**config.mk**
```make
export PLATFORM = sky130hd
export DESIGN_NAME = mem_stage
export DESIGN_NICKNAME = d
export VERILOG_FILES = /design/src/rtl/mem_stage.sv
export SDC_FILE = /design/constraint.sdc
export NUM_CORES = 1
export LEC_CHECK = 0
export BUFFER_PORTS_ARGS = -buffer_cell sky130_fd_sc_hd__buf_2
export CAP_MARGIN = 20
export CORE_AREA = 2 2 94 96
export CTS_CLUSTER_SIZE = 14
export DETAILED_ROUTE_END_ITERATION = 8
export DIE_AREA = 0 0 96 98
export HOLD_SLACK_MARGIN = 0.15
export MAX_ROUTING_LAYER = met4
export PLACE_DENSITY = 0.67
export SKIP_LAST_GASP = 1
export SLEW_MARGIN = 25
export SYNTH_ARGS = -nofsm -noshare
export SYNTH_HDL_FRONTEND = slang
export SYNTH_SLANG_ARGS = --single-unit
```
**constraint.sdc**
```tcl
create_clock -name clk -period 7.1 [get_ports clk]
set_clock_uncertainty 0.2 [all_clocks]
set_input_delay 0.355 -clock clk [delete_from_list [all_inputs] [get_ports clk]]
set_output_delay 0.355 -clock clk [all_outputs]
set_load 0.005 [all_outputs]
```
**src/rtl/mem_stage.sv**
```systemverilog
// Memory stage downstream of the ALU. ALU results retire to write-back in one
// cycle; LW/SW run a req/ack transaction on the data memory and stall upstream
// until ack or timeout abort. HLT retires once and freezes the stage until reset.
module mem_stage #(
    parameter int TIMEOUT = 15
) (
    input  logic        clk,
    input  logic        rst_n,
    input  logic        ex_valid,
    output logic        ex_ready,
    input  logic [3:0]  ex_opcode,
    input  logic [15:0] ex_addr,
    input  logic [15:0] ex_result,
    input  logic [3:0]  ex_dst_reg,
    input  logic        ex_wr_en,
    output logic        mem_req,
    output logic        mem_wr,
    output logic [15:0] mem_addr,
    output logic [15:0] mem_wdata,
    input  logic        mem_ack,
    input  logic [15:0] mem_rdata,
    output logic        wb_valid,
    output logic [15:0] wb_data,
    output logic [3:0]  wb_dst_reg,
    output logic        wb_wr_en,
    output logic        wb_halt,
    output logic        mem_err
);

    localparam logic [3:0] OP_LW  = 4'b1000;
    localparam logic [3:0] OP_SW  = 4'b1001;
    localparam logic [3:0] OP_HLT = 4'b1111;

    // Counter value on the last BUSY cycle allowed before the abort edge.
    localparam logic [7:0] CNT_LAST = 8'(TIMEOUT - 1);

    typedef enum logic [1:0] {
        ST_IDLE   = 2'd0,
        ST_BUSY   = 2'd1,
        ST_HALTED = 2'd2
    } state_t;

    state_t      r_state;
    state_t      w_state_next;

    logic        w_accept;
    logic        w_is_mem;
    logic        w_is_hlt;
    logic        w_ack_done;
    logic        w_timeout;

    logic [7:0]  r_cnt;
    logic        r_cap_is_sw;
    logic        r_cap_wr_en;
    logic [3:0]  r_cap_dst;

    logic        r_mem_req;
    logic        r_mem_wr;
    logic [15:0] r_mem_addr;
    logic [15:0] r_mem_wdata;

    logic        r_wb_valid;
    logic [15:0] r_wb_data;
    logic [3:0]  r_wb_dst_reg;
    logic        r_wb_wr_en;
    logic        r_wb_halt;
    logic        r_mem_err;

    // Only IDLE accepts; held low while reset is asserted.
    assign ex_ready = (r_state == ST_IDLE) & rst_n;

    // Next-state decode plus the per-cycle event strobes used by the datapath.
    always_comb begin
        w_state_next = r_state;
        w_accept     = 1'b0;
        w_ack_done   = 1'b0;
        w_timeout    = 1'b0;
        w_is_mem     = (ex_opcode == OP_LW) || (ex_opcode == OP_SW);
        w_is_hlt     = (ex_opcode == OP_HLT);
        case (r_state)
            ST_IDLE: begin
                w_accept = ex_valid;
                if (w_accept) begin
                    if (w_is_mem) begin
                        w_state_next = ST_BUSY;
                    end else if (w_is_hlt) begin
                        w_state_next = ST_HALTED;
                    end
                end
            end
            ST_BUSY: begin
                // An ack in the final allowed cycle beats the timeout.
                w_ack_done = mem_ack;
                w_timeout  = !mem_ack && (r_cnt == CNT_LAST);
                if (w_ack_done || w_timeout) begin
                    w_state_next = ST_IDLE;
                end
            end
            ST_HALTED: begin
                w_state_next = ST_HALTED;
            end
            default: begin
                w_state_next = ST_IDLE;
            end
        endcase
    end

    // State register.
    always_ff @(posedge clk or negedge rst_n) begin
        if (!rst_n) begin
            r_state <= ST_IDLE;
        end else begin
            r_state <= w_state_next;
        end
    end

    // Datapath: capture on accept, run the memory handshake, fill the write-back slot.
    always_ff @(posedge clk or negedge rst_n) begin
        if (!rst_n) begin
            r_cnt        <= 8'd0;
            r_cap_is_sw  <= 1'b0;
            r_cap_wr_en  <= 1'b0;
            r_cap_dst    <= 4'd0;
            r_mem_req    <= 1'b0;
            r_mem_wr     <= 1'b0;
            r_mem_addr   <= 16'd0;
            r_mem_wdata  <= 16'd0;
            r_wb_valid   <= 1'b0;
            r_wb_data    <= 16'd0;
            r_wb_dst_reg <= 4'd0;
            r_wb_wr_en   <= 1'b0;
            r_wb_halt    <= 1'b0;
            r_mem_err    <= 1'b0;
        end else begin
            r_wb_valid <= 1'b0;
            case (r_state)
                ST_IDLE: begin
                    if (w_accept) begin
                        if (w_is_mem) begin
                            r_cnt       <= 8'd0;
                            r_cap_is_sw <= (ex_opcode == OP_SW);
                            r_cap_wr_en <= ex_wr_en;
                            r_cap_dst   <= ex_dst_reg;
                            r_mem_req   <= 1'b1;
                            r_mem_wr    <= (ex_opcode == OP_SW);
                            r_mem_addr  <= ex_addr & 16'hFFFE;
                            r_mem_wdata <= ex_result;
                        end else if (w_is_hlt) begin
                            r_wb_valid   <= 1'b1;
                            r_wb_halt    <= 1'b1;
                            r_wb_wr_en   <= 1'b0;
                            r_wb_dst_reg <= ex_dst_reg;
                        end else begin
                            r_wb_valid   <= 1'b1;
                            r_wb_data    <= ex_result;
                            r_wb_dst_reg <= ex_dst_reg;
                            r_wb_wr_en   <= ex_wr_en;
                        end
                    end
                end
                ST_BUSY: begin
                    if (w_ack_done) begin
                        r_mem_req    <= 1'b0;
                        r_wb_valid   <= 1'b1;
                        r_wb_dst_reg <= r_cap_dst;
                        if (r_cap_is_sw) begin
                            r_wb_data  <= r_mem_wdata;
                            r_wb_wr_en <= 1'b0;
                        end else begin
                            r_wb_data  <= mem_rdata;
                            r_wb_wr_en <= r_cap_wr_en;
                        end
                    end else if (w_timeout) begin
                        r_mem_req    <= 1'b0;
                        r_mem_err    <= 1'b1;
                        r_wb_valid   <= 1'b1;
                        r_wb_data    <= 16'd0;
                        r_wb_wr_en   <= 1'b0;
                        r_wb_dst_reg <= r_cap_dst;
                    end else begin
                        r_cnt <= r_cnt + 8'd1;
                    end
                end
                default: begin
                    // HALTED: everything frozen, wb_halt stays set.
                end
            endcase
        end
    end

    assign mem_req    = r_mem_req;
    assign mem_wr     = r_mem_wr;
    assign mem_addr   = r_mem_addr;
    assign mem_wdata  = r_mem_wdata;
    assign wb_valid   = r_wb_valid;
    assign wb_data    = r_wb_data;
    assign wb_dst_reg = r_wb_dst_reg;
    assign wb_wr_en   = r_wb_wr_en & r_wb_valid;
    assign wb_halt    = r_wb_halt;
    assign mem_err    = r_mem_err;

endmodule

```
==> results of run 1 <==
[layout make-up]
| cell class | count | area, um^2 |
|---|---|---|
| Clock buffer | 12 | 165 |
| Fill cell | 775 | 3830 |
| Timing Repair Buffer | 160 | 1010 |
| Multi-Input combinational cell | 253 | 1460 |
| Clock inverter | 4 | 51.3 |
| Tap cell | 108 | 135 |
| Inverter | 4 | 15.0 |
| Sequential cell | 72 | 1800 |
[cell usage in the layout (no fill, tap or decap), types with 3 or more instances in the layout]
cell type / n
buf_2: 116
mux2_2: 8
mux2_4: 10
nor2_1: 3
buf_4: 5
dfrtp_1: 72
nand3_1: 10
inv_1: 4
a21oi_1: 4
o21ai_0: 22
nand2b_1: 3
o211ai_1: 3
nand2_1: 137
or4_1: 3
nor3b_1: 4
clkbuf_8: 12
dlygate4sd3_1: 39
mux2i_1: 22
[stage by stage]
stage                     hold WS, ps  area (um^2)  power [uW]
final                             225         4630        1240
after global routing              231         4630        1330
after CTS                         209         4630        1260
after detailed placement         94.2         4030         893
after global placement           91.4         4030         880
after floorplan                  -141         3370         742
[critical path: cells and delay by family, from the launching register on]
kind	cells	cell delay, ps
muxes	1	410
and+or+nand+nor	2	960
AOI/OAI and AO/OA	1	630
DFF	1	420
buffers and inverters	1	70
adders and majority gates	1	140
[worst min path at each step]
stage                       from      endpoint  slack, ps  depth (start not counted)
floorplan                  rst_n  mem_addr[10]       -140                          0
global placement           rst_n   wb_data[10]         90                          1
detailed placement         rst_n   wb_data[10]         90                          1
CTS                 ex_opcode[2]       wb_halt        210                          3
global route        ex_opcode[2]       wb_halt        230                          3
finish              ex_opcode[2]       wb_halt        220                          3
[synth_stat cells (all sizes together)]
cell type and n:
o21bai 1, inv 4, dfrtp 72, o21ai 22, or3b 1, a21o 2
conb 1, and2 3, o21a 1, and3 2, nor3 2, nand2b 3
o311ai 1, or4 4, o211ai 3, nor2 3, a21oi 5, nand4 1
buf 5, o22a 1, ha 2, or4b 1, clkbuf 13, nand3b 2
mux2 18, mux2i 22, nand2 137, o31ai 1, nor3b 4, nand3 10
[logic make-up (layout without fill, tap and decap cells)]
group,count (synthesis),in the layout,synth area share
other cells,1,1,0.00111
fa+ha+maj,2,2,0.00743
mux,40,40,0.137
simple gates,173,173,0.221
compound gates,37,37,0.0665
flops,72,72,0.535
buf+inv,22,180,0.0327
[metal layers]
layer | global-route usage | wire length [um] | vias to the layer above
met5 | - | 0 | -
met4 | 0.0484 | 57 | 0
met3 | 0.0440 | 450 | 4
met2 | 0.327 | 4270 | 80
met1 | 0.243 | 3790 | 1410
li1 | - | - | 1458
[power groups by stage]
stage	logic (uW)	registers [uW]	clock network, uW
3_3_place_gp	293	587	0
5_1_grt	353	599	376
4_1_cts	317	585	355
3_5_place_dp	301	592	0
2_1_floorplan	161	581	0
6_report	313	585	342
==> flow_metrics.tcl, run 1 <==
set metrics [dict create \
    drt_first_pass_iters 4 \
    grt_pass1_wl_um 14100 \
    power_density_nw_per_um2 268 \
    fin_crit_sh 0.416 \
    dieArea_um2 9410 \
    nNetsFinal 563 \
    cts_setup_buffers 0 \
    slew_headroom 0.325 \
    vias 2952 \
    place_inst 558 \
    cts_buffer_depth 2 \
    synthTopCellsByArea "dfrtp_1, nand2_1, mux2i_1" \
    cp-end-kind "flop" \
    yosysTopAreaCell "dfrtp_1" \
    syn-cell-area_um2 3370 \
    setup_tns_ps 0 \
    wl_um 8570 \
    synth-seq-cells 72 \
    r2r_setup_slack_ps 4140 \
    syn_inst 347 \
    cts.clk_slew.worst_paths_ps 80 \
    cts_root_buf "clkbuf_8" \
    rsz0062_at_grt "false" \
    synth_top_area_frac 0.535 \
    place_ws_ps 4130 \
    rows 34 \
    hp-class "in2reg" \
    grt_max_degree 46 \
    outcome "complete, no violations" \
    r2r-end "wb_data[4]" \
    worst-endpoint-required_ps 7120 \
    timing.fmax_mhz 338 \
    final_cells 613 \
    ioPinCount 120 \
    worst_pin_slew_ps 1010 \
    antenna_cells 0 \
    cts-resized-gates 0 \
    tritoncts.num_buffers 9 \
    yosys_warnings 0 \
    grtUsageTotal 0.197 \
    cts_hold_buf 39 \
    post-route-drc-count 0 \
    grt_pass1_vias 2983 \
    ant_nets 0 \
    final_layout_size_suffix_gt1_frac 0.315 \
    area_growth_pct 37.6 \
    cts_htree_levels 3 \
    fin_crit_ps 2960 \
    synth_cell_types 37 \
    crit_chain "inv_1 > ha_1 > or4b_4 > or4_4 > a21oi_4 > mux2_2" \
    reg2regPathDepth 6 \
    die-height_um 98 \
    syn-num-nets 410 \
    crit_end "wb_data[4]" \
    cap_violations 0 \
    initial_core_util 0.398 \
    swShare 0.290 \
    gp_congestion 0.757 \
    synth_seq_area_share 0.535 \
    dp_hpwl_um 5650 \
    switchingPower_uw 360 \
    internal-power_uw 880 \
    overflow 0 \
    power_frac_comb 0.252 \
    core_area_um2 8470 \
    post_drt_wl_per_cell_um 14.0 \
    setup_viol 0 \
    seq_power_share 0.472 \
    tritoncts "yes" \
    irDropWorstVdd_v 0.000128 \
    critPathMaxFanout 16 \
    crit_start "r_cnt[0]" \
    final.setup.worst_slack_ps 4140 \
    cp.arrival_ps 2970 \
    clk_latency_ps 330 \
    reg2reg_from "r_cnt[0]" \
    finish.utilization 0.547 \
    routed_via_density 4.82 \
    criticalPathCategory "reg2reg" \
    slew_viol_final 0 \
    cts_sinks 72 \
    hold_violations 0 \
    drt_iter0_drc 128 \
    slowest_stage "a21oi_4" \
    p_leak_uw 0.00248 \
    die_x_um 96 \
    port_buffers 117 \
    syn_area_per_cell_um2 9.71 \
    start_kind "flop" \
    cpPeakStageDelay_ps 630 \
    p_clk_frac 0.276 \
    antenna_found_initial 0 \
]
No activity file was read; power rests on OpenSTA's default activity.
==> inputs of run 2 (changes only) <==
- PLACE_DENSITY: 0.67 -> 0.69
- clock period: 7.1 -> 2.5 ns (I/O delays scaled with it)
==> run 2 against run 1 <==
Effect of this change:
- sequential power rose to 2.8 times the previous value
- clock power rose to 3.1 times the previous value
- cell area rose by 8.0%
- global-route usage grew 0.73 points
- routed wire length is 7.7% higher
- the flow now finishes with violations (setup timing)
- die area did not move
- first-iteration DRC count unchanged
- register-to-register slack worse by 4100 ps
- power rose to 3.0 times the previous value
- highest routed layer unchanged
- hold slack improved by 49 ps
- sequential share of layout area is 2.9 points lower
==> flow_metrics.tcl, run 2 (synthesis gave the netlist of run 1 again) <==
set metrics [dict create \
    dieArea_um2 9410 \
    die_x_um 96 \
    routed_via_density 4.83 \
    slew_headroom 0.499 \
    clk_latency_ps 340 \
    cp-end-kind "flop" \
    ant_nets 0 \
    grt_use_met3 0.0363 \
    r2r_setup_slack_ps -7 \
    timing.fmax_mhz 399 \
    post_drt_wl_per_cell_um 14.2 \
    drt_first_pass_iters 4 \
    post-route-drc-count 0 \
    use_met2 0.332 \
    die-height_um 98 \
    cpPeakStageDelay_ps 460 \
    cts_sinks 72 \
    place_inst 567 \
    cts_htree_levels 3 \
    initial_core_util 0.398 \
    cp.arrival_ps 2530 \
    antenna_found_initial 0 \
    criticalPathCategory "reg2reg" \
    critPathMaxFanout 8 \
    ioPinCount 120 \
    grt.busiest_layer "met2" \
    hp-class "reg2reg" \
    reg2regPathDepth 8 \
    setup_viol 3 \
    final_layout_size_suffix_gt1_frac 0.323 \
    rows 34 \
    p_clk_frac 0.284 \
    tritoncts "yes" \
    worst-endpoint-required_ps 2530 \
    swShare 0.286 \
    r2r-end "wb_data[13]" \
    hold_slack_ps 274 \
    final.setup.worst_slack_ps -6.79 \
    cts_root_buf "clkbuf_8" \
    crit_start "r_cnt[0]" \
    grt_pass1_wl_um 14600 \
    power_frac_comb 0.275 \
    slew_viol_final 0 \
    internal-power_uw 2630 \
    gp_congestion 0.748 \
    core_area_um2 8470 \
    slowest_stage "or4b_4" \
    rsz0062_at_grt "true" \
    worstHoldPathCells 2 \
    grt_max_degree 60 \
    nNetsFinal 599 \
    final_common_cell "nand2_1" \
    tritoncts.num_buffers 9 \
    seq_power_share 0.441 \
    fin_crit_sh 1.00 \
    antenna_cells 0 \
    switchingPower_uw 1060 \
    wl_um 9230 \
    power_density_nw_per_um2 737 \
    area_growth_pct 48.6 \
    fin_crit_ps 2510 \
    crit_chain "inv_1 > ha_1 > or4b_4 > or4_4 > a21oi_4 > buf_6 > buf_12 > mux2_4" \
    final_cell_mix "nand2_1, buf_2, dfrtp_1" \
    vias 3135 \
    cap_violations 0 \
    hold_violations 0 \
    overflow 0 \
    outcome "finished with violations" \
    p_leak_uw 0.00265 \
    grt_util_met1 0.252 \
    finish.utilization 0.591 \
    crit_buf_inv 3 \
    start_kind "flop" \
    dp_hpwl_um 5670 \
    irDropWorstVdd_v 0.000427 \
    grtUsageTotal 0.205 \
    final_cells 649 \
    port_buffers 117 \
    cts.clk_slew.worst_paths_ps 70 \
    worst_pin_slew_ps 752 \
    reg2reg_from "r_cnt[0]" \
    crit_end "wb_data[13]" \
    path_delay_family "simple AND/OR/NAND/NOR gates" \
    path_depth 8 \
    cts_buffer_depth 2 \
    drt_iter0_drc 128 \
    failed_checks "setup timing" \
    grt_pass1_vias 3105 \
]
run 2: what timing repair did:
action                     4_1_cts  5_1_grt
setup endpoints to repair       15       20
buffers inserted                 3        2
resized for setup                1        8
gates cloned                     1        0
hold endpoints to repair       137        0
hold buffers                    62        0
run 2: per-stage QoR:
stage,TNS [ps],worst slack (ps),total power [uW],area (um^2)
floorplan,-1100,-110,2110,3370
global placement,0,7.09,2520,4110
detailed placement,-211,-42.2,2560,4110
CTS,-299,-27.7,3730,5010
global route,-1020,-83.3,3920,5000
finish,-7.54,-6.79,3690,5000
run 2: layer usage:
| metal | part of all wire | up-vias |
|---|---|---|
| met1 | 0.44 | 1494 |
| li1 | - | 1528 |
| met5 | 0 | - |
| met4 | 0.014 | 0 |
| met2 | 0.49 | 99 |
| met3 | 0.051 | 14 |
run 2: power by group through the flow:
stage / Sequential (uW) / Combinational (uW) / Clock, uW
3_5_place_dp: 1650 / 910 / 0
4_1_cts: 1620 / 1030 / 1080
2_1_floorplan: 1650 / 457 / 0
5_1_grt: 1660 / 1130 / 1130
6_report: 1630 / 1020 / 1050
3_3_place_gp: 1630 / 888 / 0
run 2: worst reg2reg max path, cell delays in order, from the launching register on:
cell and delay (ps):
dfrtp_1 390, inv_1 60, ha_1 130, or4b_4 460, or4_4 450, a21oi_4 170, buf_6 120, buf_12 120
mux2_4 310
run 2: cell type report:
| type | count | area [um^2] |
|---|---|---|
| clock buffers | 11 | 151 |
| repair buffers | 196 | 1360 |
| fillers | 712 | 3460 |
| multi-input cells | 253 | 1470 |
| well taps | 108 | 135 |
| inverters | 4 | 15.0 |
| flip-flops and latches | 72 | 1800 |
| clock inverters | 5 | 78.8 |
run 2: worst min path at each step:
stage                      from      endpoint  slack (ps)
floorplan                 rst_n  mem_addr[10]        -370
global placement          rst_n  mem_wdata[9]        -200
detailed placement        rst_n  mem_wdata[9]        -200
CTS                 ex_addr[12]  mem_addr[12]         280
global route        mem_addr[5]   mem_addr[5]         300
finish              mem_addr[7]   mem_addr[7]         270
==> inputs of run 3 (changes only) <==
- CORE_AREA: 2 2 94 96 -> 2 2 83 85
- DIE_AREA: 0 0 96 98 -> 0 0 85 87
- PLACE_DENSITY: 0.69 -> 0.83
- clock period: 2.5 -> 3.1 ns (I/O delays scaled with it)
==> run 3 against run 2 <==
Effect of this change:
- largest cell class unchanged
- sequential share of layout area rose by 1.1 points
- worst setup slack improved by 370 ps
- the run now ends clean
- global-route usage rose by 6.5 points
- critical path type unchanged
- utilization rose by 15 points
- hold slack got worse by 7.6 ps
- first-iteration DRC count rose by 27%
- cell area fell by 2.9%
- cell count fell by 6.0%
- routed wire length rose by 2.3%
==> flow_metrics.tcl, run 3 (synthesis gave the netlist of run 1 again) <==
set metrics [dict create \
    ioPinCount 120 \
    r2r-end "wb_data[3]" \
    core_area_um2 6570 \
    grt_max_degree 73 \
    crit_start "r_cnt[0]" \
    slowest_stage "or4_4" \
    fin_crit_sh 0.881 \
    timing.fmax_mhz 366 \
    setup_tns_ps 0 \
    post-route-drc-count 0 \
    drt_first_pass_iters 5 \
    cp-end-kind "flop" \
    hp-class "reg2reg" \
    grtUsageTotal 0.269 \
    port_buffers 117 \
    m1WireLength_um 3640 \
    gp_congestion 0.823 \
    antenna_found_initial 0 \
    final_cell_mix "nand2_1, buf_2, dfrtp_1" \
    overflow 0 \
    setup_viol 0 \
    drt_iter0_drc 163 \
    cap_violations 0 \
    r2r_setup_slack_ps 370 \
    clk_latency_ps 350 \
    power_density_nw_per_um2 620 \
    nNetsFinal 588 \
    p_leak_uw 0.00259 \
    fin_crit_ps 2730 \
    cts_buffer_depth 2 \
    tritoncts.num_buffers 9 \
    cts-resized-gates 0 \
    final.setup.worst_slack_ps 368 \
    cpPeakStageDelay_ps 490 \
    hold_violations 0 \
    criticalPathCategory "reg2reg" \
    place_ws_ps 397 \
    outcome "complete, no violations" \
    die_x_um 85 \
    critPathMaxFanout 16 \
    topRoutingLayerUsed "met4" \
    cts_htree_levels 3 \
    cp.arrival_ps 2760 \
    final_layout_size_suffix_gt1_frac 0.309 \
    ant_nets 0 \
    post_drt_wl_per_cell_um 15.5 \
    cts_root_buf "clkbuf_8" \
    crit_chain "inv_1 > ha_1 > or4b_4 > or4_4 > a21oi_4 > buf_4 > mux2_2" \
    grt_pass1_wl_um 15100 \
    wl_met2_um 5050 \
    reg2regPathDepth 7 \
    dp_hpwl_um 5610 \
    initial_core_util 0.513 \
    cts.clk_slew.worst_paths_ps 70 \
    dieArea_um2 7400 \
    final_common_cell "nand2_1" \
    routed_via_density 5.29 \
    crit_end "wb_data[3]" \
    cts_hold_buf 59 \
    slew_viol_final 0 \
    vias 3224 \
    slew_headroom 0.324 \
    worst_pin_slew_ps 1010 \
    reg2reg_from "r_cnt[0]" \
    cts_setup_buffers 0 \
    antenna_cells 0 \
    rows 30 \
    grt_pass1_vias 3301 \
    wl_met3_um 412 \
    tritoncts "yes" \
    die-height_um 87 \
    cts_sinks 72 \
    worst-endpoint-required_ps 3120 \
    area_growth_pct 44.3 \
    irDropWorstVdd_v 0.000394 \
    start_kind "flop" \
    rsz0062_at_grt "false" \
    wl_um 9440 \
]
[run 3: changes by cell type in the layout (fill, tap and decap cells not counted), moves of 2 or more]
cell and change:
buf_4 -6, buf_6 -2, clkbuf_8 -2, dlygate4sd3_1 -3
o21ai_0 +2, o21ai_1 -2
[run 3: critical path, delay by kind of cell, from the launching register on]
family          cells  cell delay, ps
simple gates        2             970
buf+inv             2             370
flops               1             430
mux                 1             380
compound gates      1             130
fa+ha+maj           1             130
[run 3: routing by layer]
| metal | GRT usage | up-vias |
|---|---|---|
| met5 | - | - |
| met4 | 0.136 | 0 |
| met3 | 0.0408 | 38 |
| met2 | 0.470 | 117 |
| met1 | 0.301 | 1560 |
| li1 | - | 1509 |
[run 3: layout make-up]
type / count / area, um^2
sequential: 72 / 1800
fill: 443 / 1710
multi-input combinational: 253 / 1460
timing repair buffer: 185 / 1240
clock buffer: 9 / 124
clock inverter: 7 / 120
tap: 80 / 100
inverter: 4 / 15.0
[run 3: report_power, final]
group	switching, uW	internal (uW)	total [uW]
combinational	333	430	763
clock	360	536	896
sequential	186	1170	1350
[run 3: worst min path at each step]
stage	cells after the start	from	slack, ps	to
floorplan	0	rst_n	-340	mem_addr[10]
global placement	3	ex_addr[11]	140	mem_addr[11]
detailed placement	3	ex_addr[15]	150	mem_addr[15]
CTS	1	mem_err	270	mem_err
global route	1	mem_err	290	mem_err
finish	1	mem_err	270	mem_err
[run 3: stage by stage]
step	area (um^2)	total power, uW	util	std cells	hold WS, ps
3_3_place_gp	4030	2010	0.613	535	142
5_1_grt	4860	3170	0.740	610	290
3_5_place_dp	4030	2050	0.613	535	150
2_1_floorplan	3370	1700	-	347	-341
4_1_cts	4860	3010	0.740	610	266
6_report	4860	3010	0.740	610	266
